`config.mk`:
```
export PLATFORM = sky130hd
export DESIGN_NAME = ma_tile_scheduler
export DESIGN_NICKNAME = d
export VERILOG_FILES = /design/src/rtl/ma_sched_pkg.sv /design/src/rtl/ma_result_fifo.sv /design/src/rtl/ma_tile_scheduler.sv
export SDC_FILE = /design/constraint.sdc
export NUM_CORES = 1
export LEC_CHECK = 0
export ABC_AREA = 1
export BUFFER_PORTS_ARGS = -buffer_cell sky130_fd_sc_hd__buf_2
export CORE_MARGIN = 2
export CORE_UTILIZATION = 40
export DETAILED_ROUTE_END_ITERATION = 6
export GPL_TIMING_DRIVEN = 0
export PLACE_DENSITY = 0.58
export RECOVER_POWER = 100
export SETUP_SLACK_MARGIN = 0.1
export SYNTH_ARGS = -nofsm -noshare
export SYNTH_HDL_FRONTEND = slang
export SYNTH_SLANG_ARGS = --single-unit
```
`constraint.sdc`:
```
create_clock -name clk -period 31 [get_ports clk]
set_clock_uncertainty 0.2 [all_clocks]
set_input_delay 6.2 -clock clk [delete_from_list [all_inputs] [get_ports clk]]
set_output_delay 6.2 -clock clk [all_outputs]
set_load 0.01 [all_outputs]
```
`src/rtl/ma_sched_pkg.sv`:
```
// ma_sched_pkg -- shared types and sizing helpers for the tile scheduler.
//   sched_state_e    : scheduler FSM states
//   GUARD_CYCLES     : idle cycles between a tile's last result row and the next fetch
//   timeout_cycles() : OUT_WAIT watchdog limit (only used when MA_SCHED_TIMEOUT_EN is defined)
//   fifo_depth()     : result FIFO depth, two full tiles of output rows
package ma_sched_pkg;

  typedef enum logic [3:0] {
    IDLE,
    W_FETCH,
    W_BURST,
    X_FETCH,
    X_WAIT,
    X_BURST,
    OUT_WAIT,
    GUARD,
    DONE
  } sched_state_e;

  localparam int GUARD_CYCLES = 1;

  function automatic int timeout_cycles(input int mesh_length);
    return 4 * mesh_length + 8;
  endfunction

  function automatic int fifo_depth(input int mesh_length);
    return 2 * mesh_length;
  endfunction

endpackage

```
`src/rtl/ma_result_fifo.sv`:
```
// ma_result_fifo -- synchronous FIFO holding mesh result rows.
//   clk, rst_n : clock, asynchronous active-low reset (flushes pointers/count)
//   push, din  : write request and data; dropped when full unless a pop frees a slot
//   pop        : read request; ignored when empty
//   dout       : head entry, forced to 0 while empty
//   full, empty, free : occupancy status; free = DEPTH - count
// DEPTH must be a power of two so the pointers wrap naturally.
module ma_result_fifo #(
  parameter int WIDTH = 128,
  parameter int DEPTH = 8,
  localparam int AW = $clog2(DEPTH),
  localparam int CW = $clog2(DEPTH + 1)
) (
  input  logic             clk,
  input  logic             rst_n,
  input  logic             push,
  input  logic [WIDTH-1:0] din,
  input  logic             pop,
  output logic [WIDTH-1:0] dout,
  output logic             full,
  output logic             empty,
  output logic [CW-1:0]    free
);

  logic [WIDTH-1:0] mem [DEPTH];
  logic [AW-1:0]    wr_ptr, rd_ptr;
  logic [CW-1:0]    count;
  logic             do_push, do_pop;

  assign empty   = (count == '0);
  assign full    = (count == CW'(DEPTH));
  assign free    = CW'(DEPTH) - count;
  assign do_pop  = pop & ~empty;
  // A simultaneous pop frees the slot the push needs.
  assign do_push = push & (~full | do_pop);
  assign dout    = empty ? '0 : mem[rd_ptr];

  always_ff @(posedge clk or negedge rst_n) begin
    if (!rst_n) begin
      wr_ptr <= '0;
      rd_ptr <= '0;
      count  <= '0;
    end else begin
      if (do_push) wr_ptr <= wr_ptr + AW'(1);
      if (do_pop)  rd_ptr <= rd_ptr + AW'(1);
      case ({do_push, do_pop})
        2'b10:   count <= count + CW'(1);
        2'b01:   count <= count - CW'(1);
        default: ;
      endcase
    end
  end

  // Storage needs no reset: entries are only visible once written.
  always_ff @(posedge clk) begin
    if (do_push) mem[wr_ptr] <= din;
  end

endmodule

```
`src/rtl/ma_tile_scheduler.sv`:
```
// ma_tile_scheduler -- sequences weight/image bursts into the systolic mesh and
// collects result rows into a FIFO.
//   clk, rst_n                 : clock, asynchronous active-low reset
//   cmd_valid/ready, cmd_tiles : job command (number of image tiles)
//   w_valid/ready, w_data      : weight row stream from upstream
//   x_valid/ready, x_data      : image row stream from upstream
//   ma_weight(_load)           : registered weight burst to the mesh
//   ma_image(_load)            : registered image burst to the mesh
//   ma_out_valid_image/data    : mesh result rows
//   y_valid/ready, y_data      : result row stream out of the FIFO
//   done                       : one-cycle job-complete pulse
//   err                        : sticky error, cleared by the next accepted command
// Optional build macro MA_SCHED_TIMEOUT_EN adds an OUT_WAIT watchdog that aborts
// the job with err set when the mesh fails to return a tile in time.
module ma_tile_scheduler
  import ma_sched_pkg::*;
#(
  parameter int DATA_LENGTH = 8,
  parameter int MESH_LENGTH = 4,
  parameter int ACC_LENGTH  = 32,
  parameter int TILE_CNT_W  = 8
) (
  input  logic                              clk,
  input  logic                              rst_n,
  input  logic                              cmd_valid,
  output logic                              cmd_ready,
  input  logic [TILE_CNT_W-1:0]             cmd_tiles,
  input  logic                              w_valid,
  output logic                              w_ready,
  input  logic [DATA_LENGTH*MESH_LENGTH-1:0] w_data,
  input  logic                              x_valid,
  output logic                              x_ready,
  input  logic [DATA_LENGTH*MESH_LENGTH-1:0] x_data,
  output logic [DATA_LENGTH*MESH_LENGTH-1:0] ma_weight,
  output logic [DATA_LENGTH*MESH_LENGTH-1:0] ma_image,
  output logic                              ma_weight_load,
  output logic                              ma_image_load,
  input  logic                              ma_out_valid_image,
  input  logic [ACC_LENGTH*MESH_LENGTH-1:0]  ma_out_data,
  output logic                              y_valid,
  input  logic                              y_ready,
  output logic [ACC_LENGTH*MESH_LENGTH-1:0]  y_data,
  output logic                              done,
  output logic                              err
);

  localparam int ROW_W      = DATA_LENGTH * MESH_LENGTH;
  localparam int OUT_W      = ACC_LENGTH * MESH_LENGTH;
  localparam int RC_W       = $clog2(MESH_LENGTH);
  localparam int FIFO_DEPTH = fifo_depth(MESH_LENGTH);
  localparam int FC_W       = $clog2(FIFO_DEPTH + 1);
  localparam int TMO        = timeout_cycles(MESH_LENGTH);
  localparam int TMR_W      = $clog2(TMO + 1);
  localparam logic [RC_W-1:0] LAST_ROW = RC_W'(MESH_LENGTH - 1);

  sched_state_e                      state, state_d;
  logic [RC_W-1:0]                   row_cnt, row_cnt_d, row_nxt;
  logic [TILE_CNT_W-1:0]             tiles_left, tiles_d;
  logic [TMR_W-1:0]                  tmr, tmr_d;
  logic                              err_d;
  logic                              wl_d, il_d;
  logic [ROW_W-1:0]                  mw_d, mi_d;

  // Single staging buffer shared by weight and image sets; only written in the
  // FETCH states, so a burst always reads a stable set.
  logic [MESH_LENGTH-1:0][ROW_W-1:0] stage;
  logic                              stage_we;
  logic [ROW_W-1:0]                  stage_din;

  logic                              fifo_push, fifo_full, fifo_empty;
  logic [FC_W-1:0]                   fifo_free;

  assign row_nxt   = row_cnt + RC_W'(1);
  assign cmd_ready = (state == IDLE);
  assign done      = (state == DONE);
  assign y_valid   = ~fifo_empty;
  assign stage_din = (state == W_FETCH) ? w_data : x_data;

  always_ff @(posedge clk) begin
    if (stage_we) stage[row_cnt] <= stage_din;
  end

  always_ff @(posedge clk or negedge rst_n) begin
    if (!rst_n) begin
      state          <= IDLE;
      row_cnt        <= '0;
      tiles_left     <= '0;
      tmr            <= '0;
      err            <= 1'b0;
      ma_weight_load <= 1'b0;
      ma_image_load  <= 1'b0;
      ma_weight      <= '0;
      ma_image       <= '0;
    end else begin
      state          <= state_d;
      row_cnt        <= row_cnt_d;
      tiles_left     <= tiles_d;
      tmr            <= tmr_d;
      err            <= err_d;
      ma_weight_load <= wl_d;
      ma_image_load  <= il_d;
      ma_weight      <= mw_d;
      ma_image       <= mi_d;
    end
  end

  // Mesh pins are registered: the cycle that completes a FETCH (or leaves
  // X_WAIT) already loads row 0, and each burst cycle preloads the next row,
  // so the strobe is high for exactly MESH_LENGTH back-to-back cycles.
  always_comb begin
    state_d   = state;
    row_cnt_d = row_cnt;
    tiles_d   = tiles_left;
    tmr_d     = tmr;
    err_d     = err;
    wl_d      = 1'b0;
    il_d      = 1'b0;
    mw_d      = '0;
    mi_d      = '0;
    w_ready   = 1'b0;
    x_ready   = 1'b0;
    stage_we  = 1'b0;
    fifo_push = 1'b0;

    case (state)
      IDLE: begin
        if (cmd_valid) begin
          tiles_d   = cmd_tiles;
          err_d     = 1'b0;
          row_cnt_d = '0;
          state_d   = W_FETCH;
        end
      end

      W_FETCH: begin
        w_ready = 1'b1;
        if (w_valid) begin
          stage_we = 1'b1;
          if (row_cnt == LAST_ROW) begin
            row_cnt_d = '0;
            wl_d      = 1'b1;
            mw_d      = stage[0];
            state_d   = W_BURST;
          end else begin
            row_cnt_d = row_nxt;
          end
        end
      end

      W_BURST: begin
        if (row_cnt == LAST_ROW) begin
          row_cnt_d = '0;
          state_d   = (tiles_left == '0) ? DONE : X_FETCH;
        end else begin
          row_cnt_d = row_nxt;
          wl_d      = 1'b1;
          mw_d      = stage[row_nxt];
        end
      end

      X_FETCH: begin
        x_ready = 1'b1;
        if (x_valid) begin
          stage_we = 1'b1;
          if (row_cnt == LAST_ROW) begin
            row_cnt_d = '0;
            state_d   = X_WAIT;
          end else begin
            row_cnt_d = row_nxt;
          end
        end
      end

      // Holding here until a whole tile of results fits is what makes FIFO
      // overflow unreachable in normal operation.
      X_WAIT: begin
        if (fifo_free >= FC_W'(MESH_LENGTH)) begin
          row_cnt_d = '0;
          il_d      = 1'b1;
          mi_d      = stage[0];
          state_d   = X_BURST;
        end
      end

      X_BURST: begin
        if (row_cnt == LAST_ROW) begin
          row_cnt_d = '0;
          tmr_d     = '0;
          state_d   = OUT_WAIT;
        end else begin
          row_cnt_d = row_nxt;
          il_d      = 1'b1;
          mi_d      = stage[row_nxt];
        end
      end

      OUT_WAIT: begin
        if (ma_out_valid_image) begin
          fifo_push = 1'b1;
          row_cnt_d = row_nxt;
        end
        if (ma_out_valid_image && row_cnt == LAST_ROW) begin
          row_cnt_d = '0;
          tiles_d   = tiles_left - 1'b1;
          tmr_d     = '0;
          state_d   = GUARD;
        end
`ifdef MA_SCHED_TIMEOUT_EN
        else if (tmr == TMR_W'(TMO - 1)) begin
          err_d     = 1'b1;
          row_cnt_d = '0;
          tmr_d     = '0;
          state_d   = DONE;
        end else begin
          tmr_d = tmr + TMR_W'(1);
        end
`endif
      end

      // Lets the mesh drop out of its output phase before the next image load.
      GUARD: begin
        if (tmr == TMR_W'(GUARD_CYCLES - 1)) begin
          tmr_d   = '0;
          state_d = (tiles_left != '0) ? X_FETCH : DONE;
        end else begin
          tmr_d = tmr + TMR_W'(1);
        end
      end

      DONE: state_d = IDLE;

      default: state_d = IDLE;
    endcase

    // Error sources are applied last so they win over the command-accept clear.
    if (ma_out_valid_image && state != OUT_WAIT) err_d = 1'b1;
    if (fifo_push && fifo_full && !(y_ready && !fifo_empty)) err_d = 1'b1;
  end

  ma_result_fifo #(
    .WIDTH (OUT_W),
    .DEPTH (FIFO_DEPTH)
  ) u_fifo (
    .clk   (clk),
    .rst_n (rst_n),
    .push  (fifo_push),
    .din   (ma_out_data),
    .pop   (y_ready),
    .dout  (y_data),
    .full  (fifo_full),
    .empty (fifo_empty),
    .free  (fifo_free)
  );

endmodule

```
==> results.md, run 1 <==
* Status: finished, violations left
* Failing checks: capacitance limit, slew limit
* Worst-path clk slew at 60 ps
* Maximum number of pins on one net before global-route repair at 58
* CP arrival at 6990 ps
* Top-area cell type share of the netlist area at 69.4%
* Maximum Capacitance Violations at 13
* Die Area at 127000 sq um
* Post-Layout Inst Area at 57900 sq um
* Post-route ant nets at 0
* CTS H-tree depth at 4
* WS Path Type: reg -> out
* Ports at 407
* Setup TNS at 0 ps
* LEAKAGE at 19.9 nW
* Hold depth at 1
* Power per cell area at 96.7 nW/um^2
* Area grow syn2layout at 16.2%
* Post-synthesis compound-gate area fraction at 11.1%
* HP Class: reg -> reg
* Synth warn at 0
* Post-DP HPWL at 97000 um
* Final setup viols at 0
* CTS tree: yes
* FF-to-FF path depth at 10
* Fin nets at 4943
* Leading cell type in the layout, fill and taps excluded: edfxtp_1
* Num rows at 129
* Final WS setup at 17610 ps
* Final Hold Vio Count at 0
* Clk root buf: clkbuf_16
* Peak VDD IR at 0.0671 mV
* Vias at 34155
* Global-route wire length before repair at 211000 um
* Commonest non-fill, non-tap cells in the layout: 1152 x edfxtp_1, 1132 x nor2_1, 727 x o21ai_0, 566 x clkbuf_1, 255 x o21ai_1
* DP Area at 55500 sq um
* Period utilization at 43.2%
* Crit end category: primary output
* Yosys top cell by area: edfxtp_1
* Drt pass-1 iters at 7
* Slew @ Worst Pin at 3430 ps
* Syn avg cell area at 12.2 sq um
* Cells after synthesis at 4090
* Largest family of logic cells by synthesized area: compound AO/OA/AOI/OAI gates
* DRC viols at 0
* # port buffers at 406
* Mux cell area share after synthesis at 0.0226%
* Unrepaired setup endpoints after global routing: no
* Vias in the first global route at 32605
* Clk_lat worst skew at 740 ps
* Effective utilization at floorplan at 40.3%
* Vias/cell at 5.28
* Remaining Overflow, GRT at 0
* Startpoint Class: flip-flop
* Die Span X at 357 um
* Sequential cell area fraction in the yosys report at 74.2%
* CTS max path bufs at 3
* Layout cell share with drive strength beyond 1 at 8.23%
* CP max FO at 10
* Setup WS pre-CTS at 21650 ps
* Core Footprint at 124000 sq um
* Total length of routed wires at 145000 um
* TritonCTS buffer count at 134
* Die height at 357 um
* Post-CTS Setup Inserts at 0
* Adder-cell share of the synthesized area at 0.326%
* Final period demand of the worst path at 13390 ps
* Synth cell types at 36
* Total Routing Usage GR at 22.4%
* CTS Sinks at 1248
* Slew Limit Fails at 360
* Post-synthesis instance area at 49800 sq um
* CTS resizes at 0
* CTS Hold Bufs at 0
* Area share of xor/xnor cells in the synthesized design at 0.193%
* Crit path required time at 24600 ps
* DRT iter0 DRCs at 3567
* Fmax at 0.0747 GHz
* Post-synthesis register bit count at 1248
* Antenna violations before repair at 31
* Gpl congestion at 0.839
* DR WL/cell at 22.4 um
* Largest cells by area after synthesis: edfxtp_1 69%, nor2_1 8.5%, o21ai_0 7.0%
* Post-synth net total at 4310
* Slew margin rel. at -129%
* Simple-gate portion of the synthesized area at 10.8%
[logic make-up (layout without fill, tap and decap cells)]
logic type | count (synthesis) | count (layout)
multiplexers | 1 | 1
AO/OA/AOI/OAI | 1089 | 1089
other | 0 | 8
flip-flops | 1248 | 1248
buffers and inverters | 334 | 1070
XOR/XNOR | 11 | 11
adder cells (fa/ha/maj) | 13 | 13
AND/OR/NAND/NOR | 1394 | 1394
[sequential cells by signal, summed over array words and instances, names as in the netlist]
signal / count
err: 1
ma_image: 32
ma_image_load: 1
ma_weight: 32
ma_weight_load: 1
row_cnt: 2
stage: 128
state: 4
tiles_left: 8
tmr: 5
u_fifo.count: 4
u_fifo.mem: 1024
u_fifo.rd_ptr: 3
u_fifo.wr_ptr: 3
[worst paths after layout]
| path | end | from | slack (ps) |
|---|---|---|---|
| hold / removal | err$_DFFE_PN0P_ | err$_DFFE_PN0P_ | 310 |
| hold reg to reg | err$_DFFE_PN0P_ | err$_DFFE_PN0P_ | 310 |
| max in group asynchronous | u_fifo.rd_ptr[1]$_DFFE_PN0P_ | rst_n | 20610 |
| setup / recovery | y_data[79] | u_fifo.rd_ptr[0]$_DFFE_PN0P_ | 17610 |
| setup reg to reg | u_fifo.mem[7][117]$_DFFE_PP_ | state[1]$_DFFE_PN0P_ | 24360 |
| min in group asynchronous | ma_weight[20]$_DFF_PN0_ | rst_n | 5860 |
[area by class of cell]
type                       count  area [sq um]
multi-input combinational   2508         11100
sequential                  1248         37000
buffer                       252          1220
clock buffer                 178          3610
antenna                        8          20.0
clock inverter                61           534
inverter                      82           309
tap                         1637          2050
fill                       11364         65700
timing repair buffer         497          2030
[where the power goes]
| part | internal (mW) | switching, mW |
|---|---|---|
| combinational | 0.577 | 1.52 |
| clock | 0.858 | 0.663 |
| sequential | 1.95 | 0.0386 |
| total | 3.38 | 2.22 |
[layer usage]
layer	routed length [um]	vias to the layer above	GRT usage [%]
met2	69000	1243	36.3
met5	186	-	0
met4	4010	30	7.04
met1	61500	16806	30.6
met3	10600	281	4.38
li1	-	15795	-
[stage by stage]
stage	hold slack (ps)	total power [mW]	cells	utilization [%]
floorplan	288	3.24	4090	-
global placement	294	4.16	6133	43.6
detailed placement	301	4.19	6224	44.9
CTS	315	5.70	6463	48.3
global route	340	5.91	6467	46.8
finish	311	5.60	6471	46.8
[critical path: stages (launching register included)]
cell,delay [ps]
dfrtp_1,390
clkbuf_1,570
clkinvlp_2,760
clkbuf_1,650
clkbuf_1,1020
clkbuf_1,1090
clkbuf_1,680
nor2_1,80
o21ai_1,190
nor2_1,60
nor2_1,500
clkbuf_1,210
[cell usage after synthesis, drive strengths merged]
| master | count |
|---|---|
| edfxtp | 1152 |
| nor2 | 1135 |
| o21ai | 982 |
| nand2 | 214 |
| clkbuf | 136 |
| buf | 116 |
| dfrtp | 96 |
| inv | 82 |
| o22ai | 66 |
| a21oi | 36 |
| nand3 | 28 |
| ha | 13 |
| nor3 | 10 |
| xor2 | 8 |
| nand4 | 4 |
| xnor2 | 3 |
| nand3b | 2 |
| o211ai | 2 |
| a22o | 1 |
| a31oi | 1 |
| mux2 | 1 |
| o21a | 1 |
| or2 | 1 |
(Power assumes the default switching activity.)
==> inputs of run 2 (changes only) <==
--- a/config.mk
+++ b/config.mk
@@ -11,7 +11,7 @@
 export CORE_UTILIZATION = 40
 export DETAILED_ROUTE_END_ITERATION = 6
 export GPL_TIMING_DRIVEN = 0
-export PLACE_DENSITY = 0.58
+export PLACE_DENSITY = 0.6
 export RECOVER_POWER = 100
 export SETUP_SLACK_MARGIN = 0.1
 export SYNTH_ARGS = -nofsm -noshare
==> constraint.sdc (replaced) <==
create_clock -name clk -period 11.24 [get_ports clk]
set_clock_uncertainty 0.2 [all_clocks]
set_input_delay 2.248 -clock clk [delete_from_list [all_inputs] [get_ports clk]]
set_output_delay 2.248 -clock clk [all_outputs]
set_load 0.01 [all_outputs]
==> run 2 against run 1 <==
Effect of this change:
- the flow still finishes with violations (capacitance limit, slew limit)
- largest power group unchanged
- final cell count hardly changed
- clock power rose to 2.8 times the previous value
- worst hold slack got worse by 4.3 ps
- register-to-register slack got worse by 20000 ps
==> results.md, run 2 (synthesis results as in run 1) <==
* Status: finished, violations left
* Failing checks: capacitance limit, slew limit
* CP most frequent cell: clkbuf_1
* Slew margin rel. at -113%
* Slew @ Worst Pin at 3200 ps
* Crit end category: primary output
* Unrepaired setup endpoints after global routing: no
* DR WL/cell at 22.2 um
* Hold depth at 1
* Clk root buf: clkbuf_16
* Post-CTS Setup Inserts at 0
* Worst r2r src: state[1]$_DFFE_PN0P_
* Period utilization at 74.7%
* DP Area at 55600 sq um
* NetSw at 6.13 mW
* Switching part of the total at 39.5%
* Final Hold Vio Count at 0
* Die height at 357 um
* Fin nets at 4946
* Fmax at 0.119 GHz
* DRT iter0 DRCs at 3408
* DRC viols at 0
* Combinational Power Share at 37.0%
* Crit path buf inv count at 7
* Worst-path clk slew at 60 ps
* Leading cell type in the layout, fill and taps excluded: edfxtp_1
* Die Area at 127000 sq um
* Drt pass-1 iters at 5
* CP arrival at 5950 ps
* Internal power at 9.39 mW
* Crit-path slowest cell: clkbuf_1
* Seq pwr share at 35.3%
* Vias in the first global route at 32230
* Vias/cell at 5.26
* Setup TNS at 0 ps
* CTS resizes at 0
* WS Path Type: reg -> out
* FF+latch area at 37000 sq um
* Hold Slack at 307 ps
* Num rows at 129
* CTS Hold Bufs at 0
* Clk_lat worst skew at 770 ps
* Register with the most flip-flops: u_fifo.mem
* Largest regs: u_fifo.mem: 1024 flops, stage: 128 flops
* Setup WS pre-CTS at 5940 ps
* Ports at 407
* Final WS setup at 2840 ps
* Slew Limit Fails at 335
* Total length of routed wires at 144000 um
* Area grow syn2layout at 16.5%
* Layout cell share with drive strength beyond 1 at 8.21%
* Cell Count Post-Placement at 6224
* Core Footprint at 124000 sq um
* CTS Sinks at 1248
* CP startpoint: u_fifo.rd_ptr[0]$_DFFE_PN0P_
* Die Span X at 357 um
* CTS max path bufs at 3
* Peak VDD IR at 0.157 mV
* CTS tree: yes
* Final period demand of the worst path at 8400 ps
* Effective utilization at floorplan at 40.3%
* Vias at 34037
* TritonCTS buffer count at 137
* Worst reg-to-reg setup slack at 4110 ps
* Non-Filler Instances at 6477
* Crit path required time at 8790 ps
* Max incr delay on CP at 1090 ps
* LEAKAGE at 19.9 nW
* Global-route wire length before repair at 208000 um
* Maximum number of pins on one net before global-route repair at 56
* CP max FO at 11
* Hold EP: err$_DFFE_PN0P_
* Clock power frac at 27.7%
* FF-to-FF path depth at 13
* Remaining Overflow, GRT at 0
* Commonest non-fill, non-tap cells in the layout: 1152 x edfxtp_1, 1132 x nor2_1, 713 x o21ai_0, 575 x clkbuf_1, 269 x o21ai_1
* Post-route ant nets at 0
* Gpl congestion at 0.842
* Startpoint Class: flip-flop
* CTS H-tree depth at 4
* Kind of cell adding the most delay to the critical path: buffers and inverters
* HP Class: reg -> reg
* # fillers at 11416
* Area of the multi-input gates at 11100 sq um
* Post-DP HPWL at 96900 um
* R2r endpoint: u_fifo.mem[2][60]$_DFFE_PP_
* Maximum Capacitance Violations at 13
* Antenna violations before repair at 21
* # port buffers at 406
* Hold_sp: err$_DFFE_PN0P_
* CP cell instances: clkbuf_1 > clkinvlp_2 > clkbuf_1 > clkbuf_1 > buf_8 > clkbuf_1 > nor2_1 > o21ai_1 > nor2_1 > nor2_1 > clkbuf_1
* Power per cell area at 267 nW/um^2
* Total Routing Usage GR at 22.1%
* Post-Layout Inst Area at 58100 sq um
* Final setup viols at 0
* Max reg flops at 1024
[run 2: final cells by class]
cell class	count	area share, %
clock buffers	180	6.34
plain buffers	252	2.13
inverters	82	0.532
multi-input cells	2508	19.2
well taps	1637	3.53
flip-flops and latches	1248	63.7
clock inverters	67	1.08
diodes	6	0.0259
repair buffers	497	3.47
[run 2: how the worst max path moves through the flow]
stage                                   to  slack, ps  cells after the start
5_1_grt                         y_data[82]       2570                     11
3_5_place_dp                    y_data[89]       5940                      9
3_3_place_gp   u_fifo.mem[1][62]$_DFFE_PP_      -9620                      7
4_1_cts                         y_data[89]       5090                      9
6_report                        y_data[86]       2840                     11
2_1_floorplan   u_fifo.mem[3][0]$_DFFE_PP_      -1050                      6
[run 2: through the flow]
step           utilization, %  total power, mW
2_1_floorplan               -             8.95
3_3_place_gp             43.6             11.4
3_5_place_dp             44.9             11.5
4_1_cts                  48.4             15.8
5_1_grt                  47.0             16.4
6_report                 47.0             15.5
[run 2: worst reg2reg max path: stages, from the launching register on]
cell	delay (ps)
dfrtp_1	480
inv_2	90
nor2_4	130
nand2_1	90
inv_2	100
nand3_1	200
or2_0	370
nor3_1	570
clkbuf_1	780
clkbuf_1	850
clkbuf_1	590
clkbuf_1	880
clkbuf_1	690
clkbuf_1	710
[run 2: power by group through the flow]
| stage | combinational (mW) | sequential [mW] | clock, mW |
|---|---|---|---|
| 6_report | 5.75 | 5.48 | 4.30 |
| 5_1_grt | 6.36 | 5.49 | 4.54 |
| 4_1_cts | 5.99 | 5.47 | 4.36 |
| 3_5_place_dp | 5.97 | 5.57 | 0 |
| 3_3_place_gp | 5.86 | 5.59 | 0 |
| 2_1_floorplan | 3.35 | 5.59 | 0 |
[run 2: routing by layer]
metal | share of wire, % | wire (um) | vias to the layer above | GRT usage (%)
met2 | 48 | 68400 | 1276 | 35.9
met3 | 7.5 | 10700 | 243 | 4.61
met1 | 42 | 60000 | 16697 | 29.7
met4 | 3.1 | 4420 | 16 | 7.58
li1 | - | - | 15805 | -
met5 | 0.073 | 105 | - | 0
